File: src/rtl/filter_pkg.sv
// Shared widths and sample types for the filter datapath and its output-side requantiser.
package filter_pkg;
    localparam int IN_W  = 36;
    localparam int OUT_W = 19;
    localparam int SHIFT = 17;

    typedef logic signed [IN_W-1:0]  acc_t;
    typedef logic signed [OUT_W-1:0] sample_t;
endpackage

File: src/rtl/filter_sync_fifo.sv
// Single-clock FIFO with show-ahead head; reads as zero while empty.
module filter_sync_fifo #(
    parameter int WIDTH = 19,
    parameter int DEPTH = 8
) (
    input  logic                     clk,
    input  logic                     rst_n,
    input  logic                     push,
    input  logic                     pop,
    input  logic [WIDTH-1:0]         wdata,
    output logic [WIDTH-1:0]         rdata,
    output logic                     full,
    output logic                     empty,
    output logic [$clog2(DEPTH):0]   count
);
    localparam int AW = $clog2(DEPTH);

    logic [WIDTH-1:0] mem [DEPTH];
    logic [AW-1:0]    wr_ptr;
    logic [AW-1:0]    rd_ptr;
    logic             do_push;
    logic             do_pop;

    assign full    = (count == (AW+1)'(DEPTH));
    assign empty   = (count == '0);
    assign do_pop  = pop && !empty;
    // A full FIFO still takes a write when the head leaves in the same cycle.
    assign do_push = push && (!full || do_pop);
    assign rdata   = empty ? '0 : mem[rd_ptr];

    always_ff @(posedge clk) begin
        if (!rst_n) begin
            wr_ptr <= '0;
            rd_ptr <= '0;
            count  <= '0;
        end else begin
            if (do_push) wr_ptr <= wr_ptr + 1'b1;
            if (do_pop)  rd_ptr <= rd_ptr + 1'b1;
            case ({do_push, do_pop})
                2'b10:   count <= count + 1'b1;
                2'b01:   count <= count - 1'b1;
                default: count <= count;
            endcase
        end
    end

    always_ff @(posedge clk) begin
        if (do_push) mem[wr_ptr] <= wdata;
    end
endmodule

File: src/rtl/filter_requant_sink.sv
// Rounds and saturates the full-precision filter result to the sample format, then buffers it
// for a valid/ready consumer while tracking sticky saturation/overflow status and a write count.
module filter_requant_sink #(
    parameter int IN_W  = filter_pkg::IN_W,
    parameter int OUT_W = filter_pkg::OUT_W,
    parameter int SHIFT = filter_pkg::SHIFT,
    parameter int DEPTH = 8
) (
    input  logic                     clk,
    input  logic                     rst_n,
    input  logic signed [IN_W-1:0]   FilterOut,
    input  logic                     FilterValid,
    input  logic                     ReadyIn,
    output logic signed [OUT_W-1:0]  SampleOut,
    output logic                     ValidOut,
    input  logic                     clr,
    output logic                     sat_flag,
    output logic                     ovf_flag,
    output logic [15:0]              sample_cnt
);
    localparam int CW = $clog2(DEPTH) + 1;
    localparam logic signed [IN_W:0] HALF = (IN_W+1)'(1) <<< (SHIFT-1);
    localparam logic signed [IN_W:0] QMAX = (IN_W+1)'((1 <<< (OUT_W-1)) - 1);
    localparam logic signed [IN_W:0] QMIN = (IN_W+1)'(-(1 <<< (OUT_W-1)));

    function automatic logic signed [IN_W:0] round_half_up(input logic signed [IN_W-1:0] x);
        return $signed({x[IN_W-1], x}) + HALF;
    endfunction

    // Returns {saturated, sample}.
    function automatic logic [OUT_W:0] saturate(input logic signed [IN_W:0] sum);
        logic signed [IN_W:0] q;
        q = sum >>> SHIFT;
        if (q > QMAX)      return {1'b1, 1'b0, {(OUT_W-1){1'b1}}};
        else if (q < QMIN) return {1'b1, 1'b1, {(OUT_W-1){1'b0}}};
        else               return {1'b0, q[OUT_W-1:0]};
    endfunction

    logic signed [IN_W:0]  sum_p1;
    logic                  vld_p1;
    logic signed [OUT_W-1:0] q_p2;
    logic                  sat_p2;
    logic                  vld_p2;

    logic [OUT_W-1:0]      fifo_rdata;
    logic                  fifo_full;
    logic                  fifo_empty;
    logic [CW-1:0]         fifo_count;
    logic                  pop;
    logic                  wr_en;

    always_ff @(posedge clk) begin
        if (!rst_n) begin
            vld_p1 <= 1'b0;
            vld_p2 <= 1'b0;
        end else begin
            vld_p1 <= FilterValid;
            vld_p2 <= vld_p1;
        end
    end

    // Stage 1: add the rounding half-LSB at one extra bit of headroom.
    always_ff @(posedge clk) begin
        sum_p1 <= round_half_up(FilterOut);
    end

    // Stage 2: drop SHIFT LSBs and clamp into the sample range.
    always_ff @(posedge clk) begin
        {sat_p2, q_p2} <= saturate(sum_p1);
    end

    assign ValidOut  = (fifo_count != '0);
    assign pop       = ReadyIn && !fifo_empty;
    assign wr_en     = vld_p2 && (!fifo_full || pop);
    assign SampleOut = fifo_rdata;

    filter_sync_fifo #(
        .WIDTH(OUT_W),
        .DEPTH(DEPTH)
    ) u_fifo (
        .clk   (clk),
        .rst_n (rst_n),
        .push  (wr_en),
        .pop   (pop),
        .wdata (q_p2),
        .rdata (fifo_rdata),
        .full  (fifo_full),
        .empty (fifo_empty),
        .count (fifo_count)
    );

    // Status follows the FIFO write edge; a clear in the same cycle overrides any update.
    always_ff @(posedge clk) begin
        if (!rst_n || clr) begin
            sat_flag   <= 1'b0;
            ovf_flag   <= 1'b0;
            sample_cnt <= '0;
        end else begin
            if (wr_en) begin
                sample_cnt <= sample_cnt + 16'd1;
                if (sat_p2) sat_flag <= 1'b1;
            end
            if (vld_p2 && !wr_en) ovf_flag <= 1'b1;
        end
    end
endmodule

File: config.mk
export PLATFORM = sky130hd
export DESIGN_NAME = filter_requant_sink
export DESIGN_NICKNAME = d
export VERILOG_FILES = /design/src/rtl/filter_pkg.sv /design/src/rtl/filter_sync_fifo.sv /design/src/rtl/filter_requant_sink.sv
export SDC_FILE = /design/constraint.sdc
export NUM_CORES = 1
export LEC_CHECK = 0
export CAP_MARGIN = 0
export CORE_MARGIN = 10
export CORE_UTILIZATION = 40
export CTS_BUF_LIST = sky130_fd_sc_hd__clkbuf_8
export DETAILED_ROUTE_END_ITERATION = 7
export HOLD_SLACK_MARGIN = 0.02
export SYNTH_ARGS = -nofsm -noshare
export SYNTH_HDL_FRONTEND = slang
export SYNTH_SLANG_ARGS = --single-unit
File: constraint.sdc
create_clock -name clk -period 8.04 [get_ports clk]
set_clock_uncertainty 0.05 [all_clocks]
set_input_delay 0.804 -clock clk [delete_from_list [all_inputs] [get_ports clk]]
set_output_delay 0.804 -clock clk [all_outputs]
set_load 0.01 [all_outputs]
Word-level counts from Yosys, hierarchy flattened
Memories as Yosys holds them, arrays and structs flattened. A register that Yosys moved wholly into a read port is not among the register bits.
Cells that the tools add are included.
W data, S select, Z words.
Word-level totals
  logic and storage cells: 46
  bits in latches: 0
  bits in read-only memories: 0
  memories: 1
  memory bits (writable): 152
  output and inout bits: 38
  bits in registers: 87
Memory list
  u_fifo.mem: depth 8, bits a word 19, read ports 1, clocked after memory_dff 1, write ports 1, RTL line filter_sync_fifo.sv:18  | logic [WIDTH-1:0] mem [DEPTH];
Operators by class
  divide/modulo/power cells: 0
  reductions and logical operators: 16
  multipliers: 0
  muxes and demuxes: 7
  equal/unequal tests: 3
  bitwise logic cells: 0
  order comparisons: 2
  shift operators: 0
  $add $sub $neg: 6
Operators with widths (count)
  $add A36 B18 Y37 const B: 1
  $gt A20 B19 Y1 const B: 1
  $lt A20 B19 Y1 const B: 1
  $mux W20: 1
  $mux W19: 1
  $add A16 B1 Y16 const B: 1
  $pmux W4 S2: 1
  $add A3 B1 Y3 const B: 2
  $mux W3: 2
  $logic_and A1 B1 Y1: 5
  $add A4 B1 Y4 const B: 1
  $eq A4 B4 Y1 const B: 1
  $logic_not A1 Y1: 4
  $logic_not A4 Y1: 1
  $reduce_bool A4 Y1: 1
  $sub A4 B1 Y4 const B: 1
  $logic_or A1 B1 Y1: 3
  $eq A2 B1 Y1 const B: 1
  $eq A2 B2 Y1 const B: 1
  $mux W1: 2
  $reduce_and A2 Y1: 1
  $reduce_bool A2 Y1: 1

Longest topological paths before layout
  depth in word-level cells: 8
  depth in mapped cells: 12
  mapped depth without buffers: 12

Modules after synthesis
Synthesis repeated with hierarchy kept, for this count alone.
Unflattened totals
  cell total of the unflattened synthesis: 582
  area total of the unflattened synthesis: 8842.2 um^2
By module, submodules not included
  filter_sync_fifo: area an instance 6506.2 um^2, cells each 327, seq. area each 4824.6 um^2, times used 1
  filter_requant_sink: area an instance 2336.0 um^2, cells each 255, seq. area each 1201.2 um^2, times used 1

Least setup slack after synthesis
OpenSTA, ideal clock, no wires.
  path type: input-to-reg
  start point: in ReadyIn
  end point: mem u_fifo.mem[4][0] (enable)
  buffers on the path: 0
  setup time: 0.451 ns
  stages: 4
  slack: 4.027 ns
  data arrival time: 3.512 ns
  required time: 7.539 ns
  cell sequence: nor2b_1 -> a21oi_1 -> inv_2 -> nor4b_1
Between the ends
  longest elaborated chain between the ends: 6
  elaborated cells between the ends (all ways): 8
  classes of those cells: 2 x mux; 6 x reduce/logical
Ends and longest elaborated chain
  start: declaration: RTL line filter_requant_sink.sv:13  | input logic ReadyIn,
  $logic_and A1 B1 Y1 (*): RTL line filter_requant_sink.sv:73  | assign pop = ReadyIn && !fifo_empty;
  $logic_or A1 B1 Y1 or $logic_and A1 B1 Y1 (tied branches): RTL line filter_requant_sink.sv:74, filter_sync_fifo.sv:26
  $logic_and A1 B1 Y1 or $logic_or A1 B1 Y1 (tied branches): RTL line filter_requant_sink.sv:74, filter_sync_fifo.sv:28
  $logic_and A1 B1 Y1 (*): RTL line filter_sync_fifo.sv:28  | assign do_push = push && (!full || do_pop);
  $mux W1 (*): RTL line filter_sync_fifo.sv:48  | if (do_push) mem[wr_ptr] <= wdata;
  $mux W1 (implied by the code) (*): RTL line filter_sync_fifo.sv:48
  end: declaration: RTL line filter_sync_fifo.sv:18
Mark *: on every way between the ends. The rest lies on a longest branch, timed or not.

==> results.txt <==
The synthesized netlist contains 50 unique library cells. The post-route clock period utilization came out at 0.4675. The run gives 0 as the max-slew violation count. The run finished with clean final reports. From bottom edge to top edge, the die measures 168.0 um.

Initial core utilization: 0.4039. The run gives 0 as the DRC violations left. Setup total negative slack on the finished layout was measured at 0 ps. The path with the worst hold slack has its endpoint at vld_p2. The logs give 0.1241 for the overall track demand over capacity in global routing and 5258 for the number of global-route vias before repair. Once the clock tree was built, the resizer swapped 0 gates to a different size. The number of max-capacitance violations reported is 0, and the worst supply voltage drop on vdd is 124.5 uV. Worst endpoint data arrival time: 2900 ps. Cell area after synthesis: 8760 um^2. Cell internal power was estimated by the tool at 2.144 mW. Compared with the post-synthesis result, the final layout area differs by 19.63%. The net switching power was 0.7688 mW; the final-layout worst hold slack was 376.0 ps.

The post-route total power was 2.913 mW. The die is 168.0 um wide. The routed design could run at a clock period as short as 3758 ps.

The tools report the launching element type of the critical path as a register. The fraction of layout cells with a size suffix above 1 works out to 0.1652. The run gives 0 as the post-detailed-route count of antenna-violating nets.

The run gives 0 as the hold violation count in the final report. For the count of warnings emitted by yosys, the log shows 0. Routability-driven placement finished with a final weighted congestion of 0.7892.

The first global-routing pass estimated 28090 um of wire. Including well taps, the total number of placed cells is 904. For this run, the post-layout net count is 711. The main combinational cell family by area after synthesis was multiplexers. In this run the count of I/O pins placed on the die edge is 79. The pin count of the biggest net entering global routing was 39. The largest total area in the synthesized netlist belongs to edfxtp_1. Number of antenna violations at the first check in global routing: 0.

Clock latency on the worst-skew pair, taken at its later pin, is 540 ps. The commonest cells after synthesis are edfxtp_1, dfxtp_1, nor2_1. The run gives 37 as the number of buffers created by CTS. The worst-path maximum fanout is 38. The clock group share of total power was 0.337.

Synthesis inferred 225 register bits. Summed over all layers, the global routing overflow is 0. For the DRC marker count from the first detailed-route iteration, the log shows 234. The count of buffers added on input and output ports is 62. In this run the power density over the cells is 278.0 nW/um^2. In this run the deepest clock path goes through 3 buffers. The tools report the root buffer cell as clkbuf_8.

The worst hold path begins at vld_p1. The critical path goes through buf_4, mux4_2, mux2i_1, nor2_1, clkdlybuf4s50_1. For this block, the via count after detailed routing is 4954. The pre-antenna-repair detailed-routing pass consisted of 6 iterations. The end of the worst register-to-register path was u_fifo.count[2]. Setup slack on the worst reg-to-reg path comes out at 4970 ps. The filler-free cell count of the finished design was 970.

The xor/xnor share of the synthesized area was 0.03000; the worst-case setup slack after placement was 4290 ps. Dividing the detail-routed via count by the number of cells gives 5.107. The average wire per standard cell is 17.92 um, and the number of rows in the core area is 54. The number of stages on the worst hold path was 1; the number of buffers inserted by hold repair at cts was 0.

Highest cell delay on the worst timing path: 590 ps. The kind of cell with the highest combined delay along the critical path is buffers and inverters. The count of flip-flops with a built-in enable after synthesis was 152; the required time of the worst setup path was 7190 ps. The share of total power consumed by net switching is 0.2639. The compound-cell area share of the yosys netlist was 0.03928; the number of endpoints failing setup at the final stage was 0.

The worst setup path is of the reg2out kind. In the post-synthesis netlist, the biggest area contributors are edfxtp_1, dfxtp_1, mux4_2, mux2i_1, xnor2_1. The total wire length was 17390 um; the number of setup buffers added after CTS was 0. The number of instances in the synthesized netlist is 575, and the sequential group share of total power is 0.453.

The share of synthesized area spent on multiplexers is 0.1228. Clock-pin slew was measured on the worst setup and hold paths at 60 ps. The tools report the final worst slack as 4282 ps. The prevailing post-synth register cell was edfxtp_1. The core region is 21690 um^2.

The static leakage power is 3.446 nW. Cell with the largest stage delay on the worst path: buf_4. The post-synthesis simple-gate area fraction works out to 0.09384. For the relative contribution of combinational cells to total power, the log shows 0.210. The worst relative slew slack came out at 0.3034. For the half-perimeter wire length after placement, the log shows 10480 um.

The actual slew at the worst max-slew pin was 1043 ps. The average cell area after synthesis is 15.23 um^2. The total number of H-tree levels came out at 2. The startpoint identified for the worst register-to-register timing path is u_fifo.count[1]. TritonCTS built the clock tree.

The async set-reset flop share out of synthesis was 0; the worst-case reg-to-reg path depth was 13. The fraction of post-synthesis cell area in the top cell type by area was 0.5211. The die area came out at 28220 um^2. Counting every sink on the clock net gives 225. Derived from the worst setup path, the maximum achievable clock frequency is 266.1 MHz. The number of buffers and inverters on the critical path is 2.

The tightest min-delay check is of the reg2reg type. The worst setup path is captured at an output port. The logs give 623 for the net count after synthesis and 0 for the antenna diode instance count.

Yosys instantiated no cell more often than edfxtp_1. The register area share after synthesis is 0.6879. Setup repair after global routing left no endpoint under its margin.

The post-synthesis adder-cell area fraction was 0.009999.
==> final cells by class <==
type | instances | area (um^2)
Multi-Input combinational cell | 319 | 2631
Tap cell | 280 | 350.3
Sequential cell | 225 | 6027
Timing Repair Buffer | 74 | 710.7
Inverter | 6 | 22.52
Fill cell | 1827 | 11210
Clock inverter | 27 | 200.2
Clock buffer | 39 | 536.8
==> metal layers <==
| layer | track usage | vias up | wire length (um) |
|---|---|---|---|
| li1 | - | 2362 | - |
| met1 | 0.1595 | 2443 | 7897 |
| met2 | 0.1959 | 113 | 8132 |
| met3 | 0.03236 | 36 | 958 |
| met4 | 0.05034 | 0 | 396 |
| met5 | 0 | - | 0 |
==> worst max path at each step <==
stage	endpoint	start	cells after the start	slack, ps
floorplan	u_fifo.mem[4][0]	ReadyIn	4	4030
global placement	u_fifo.count[2]	ReadyIn	11	4350
detailed placement	u_fifo.count[2]	ReadyIn	11	4290
CTS	SampleOut[10]	register	5	4190
global route	SampleOut[11]	register	5	4050
finish	SampleOut[11]	register	5	4280
==> worst reg2reg max path, cell delays in order (launching register included) <==
cell	delay, ps
dfxtp_1	380
or3_4	440
nor2_1	100
buf_4	280
inv_1	160
nand2_1	140
inv_1	90
ha_1	260
xor2_1	170
ha_1	200
a21oi_1	150
xor2_1	100
or3_1	320
a21boi_0	160
==> kinds of logic after synthesis <==
| kind of cell | count (synthesis) |
|---|---|
| AOI/OAI and AO/OA | 57 |
| xor gates and xnor gates | 30 |
| adders and majority gates | 7 |
| buffers and inverters | 31 |
| DFF | 225 |
| muxes | 60 |
| and+or+nand+nor | 165 |
==> placed cells by master (no fill, tap or decap), drive strengths merged, types with 3 or more instances in the layout <==
master         instances
a21boi                 3
a21oi                 16
and2                   9
and4                   3
buf                   12
bufinv                 3
clkbuf                39
clkdlybuf4s50         62
clkinv                 7
dfxtp                 73
edfxtp               152
ha                     7
inv                   21
mux2i                 22
mux4                  38
nand2                 40
nand2b                 6
nand3                 17
nand4                  8
nor2                  51
nor2b                  3
nor3                   5
nor3b                  3
o21ai                 22
o31ai                  5
or3                    5
or4                    5
xnor2                 22
xor2                   8
==> registers in the layout, indices dropped and copies added (netlist names), 3 cells and up, named ones only <==
signal,flops
q_p2,19
u_fifo.rd_ptr,3
u_fifo.wr_ptr,3
u_fifo.count,4
u_fifo.mem,152
sum_p1,20
sample_cnt,16
==> metrics by stage <==
| stage | instance area (um^2) | utilization |
|---|---|---|
| global placement | 9742 | 0.4492 |
| detailed placement | 9742 | 0.4492 |
| floorplan | 8760 | - |
| CTS | 10480 | 0.4832 |
| finish | 10480 | 0.4832 |
| global route | 10480 | 0.4832 |
==> power groups by stage <==
| stage | Combinational [mW] | Clock [mW] | Sequential, mW |
|---|---|---|---|
| detailed placement | 0.633 | 0 | 1.34 |
| floorplan | 0.389 | 0 | 1.33 |
| finish | 0.610 | 0.982 | 1.32 |
| CTS | 0.634 | 1.01 | 1.32 |
| global placement | 0.622 | 0 | 1.34 |
| global route | 0.673 | 1.06 | 1.33 |
(Power assumes the default switching activity.)
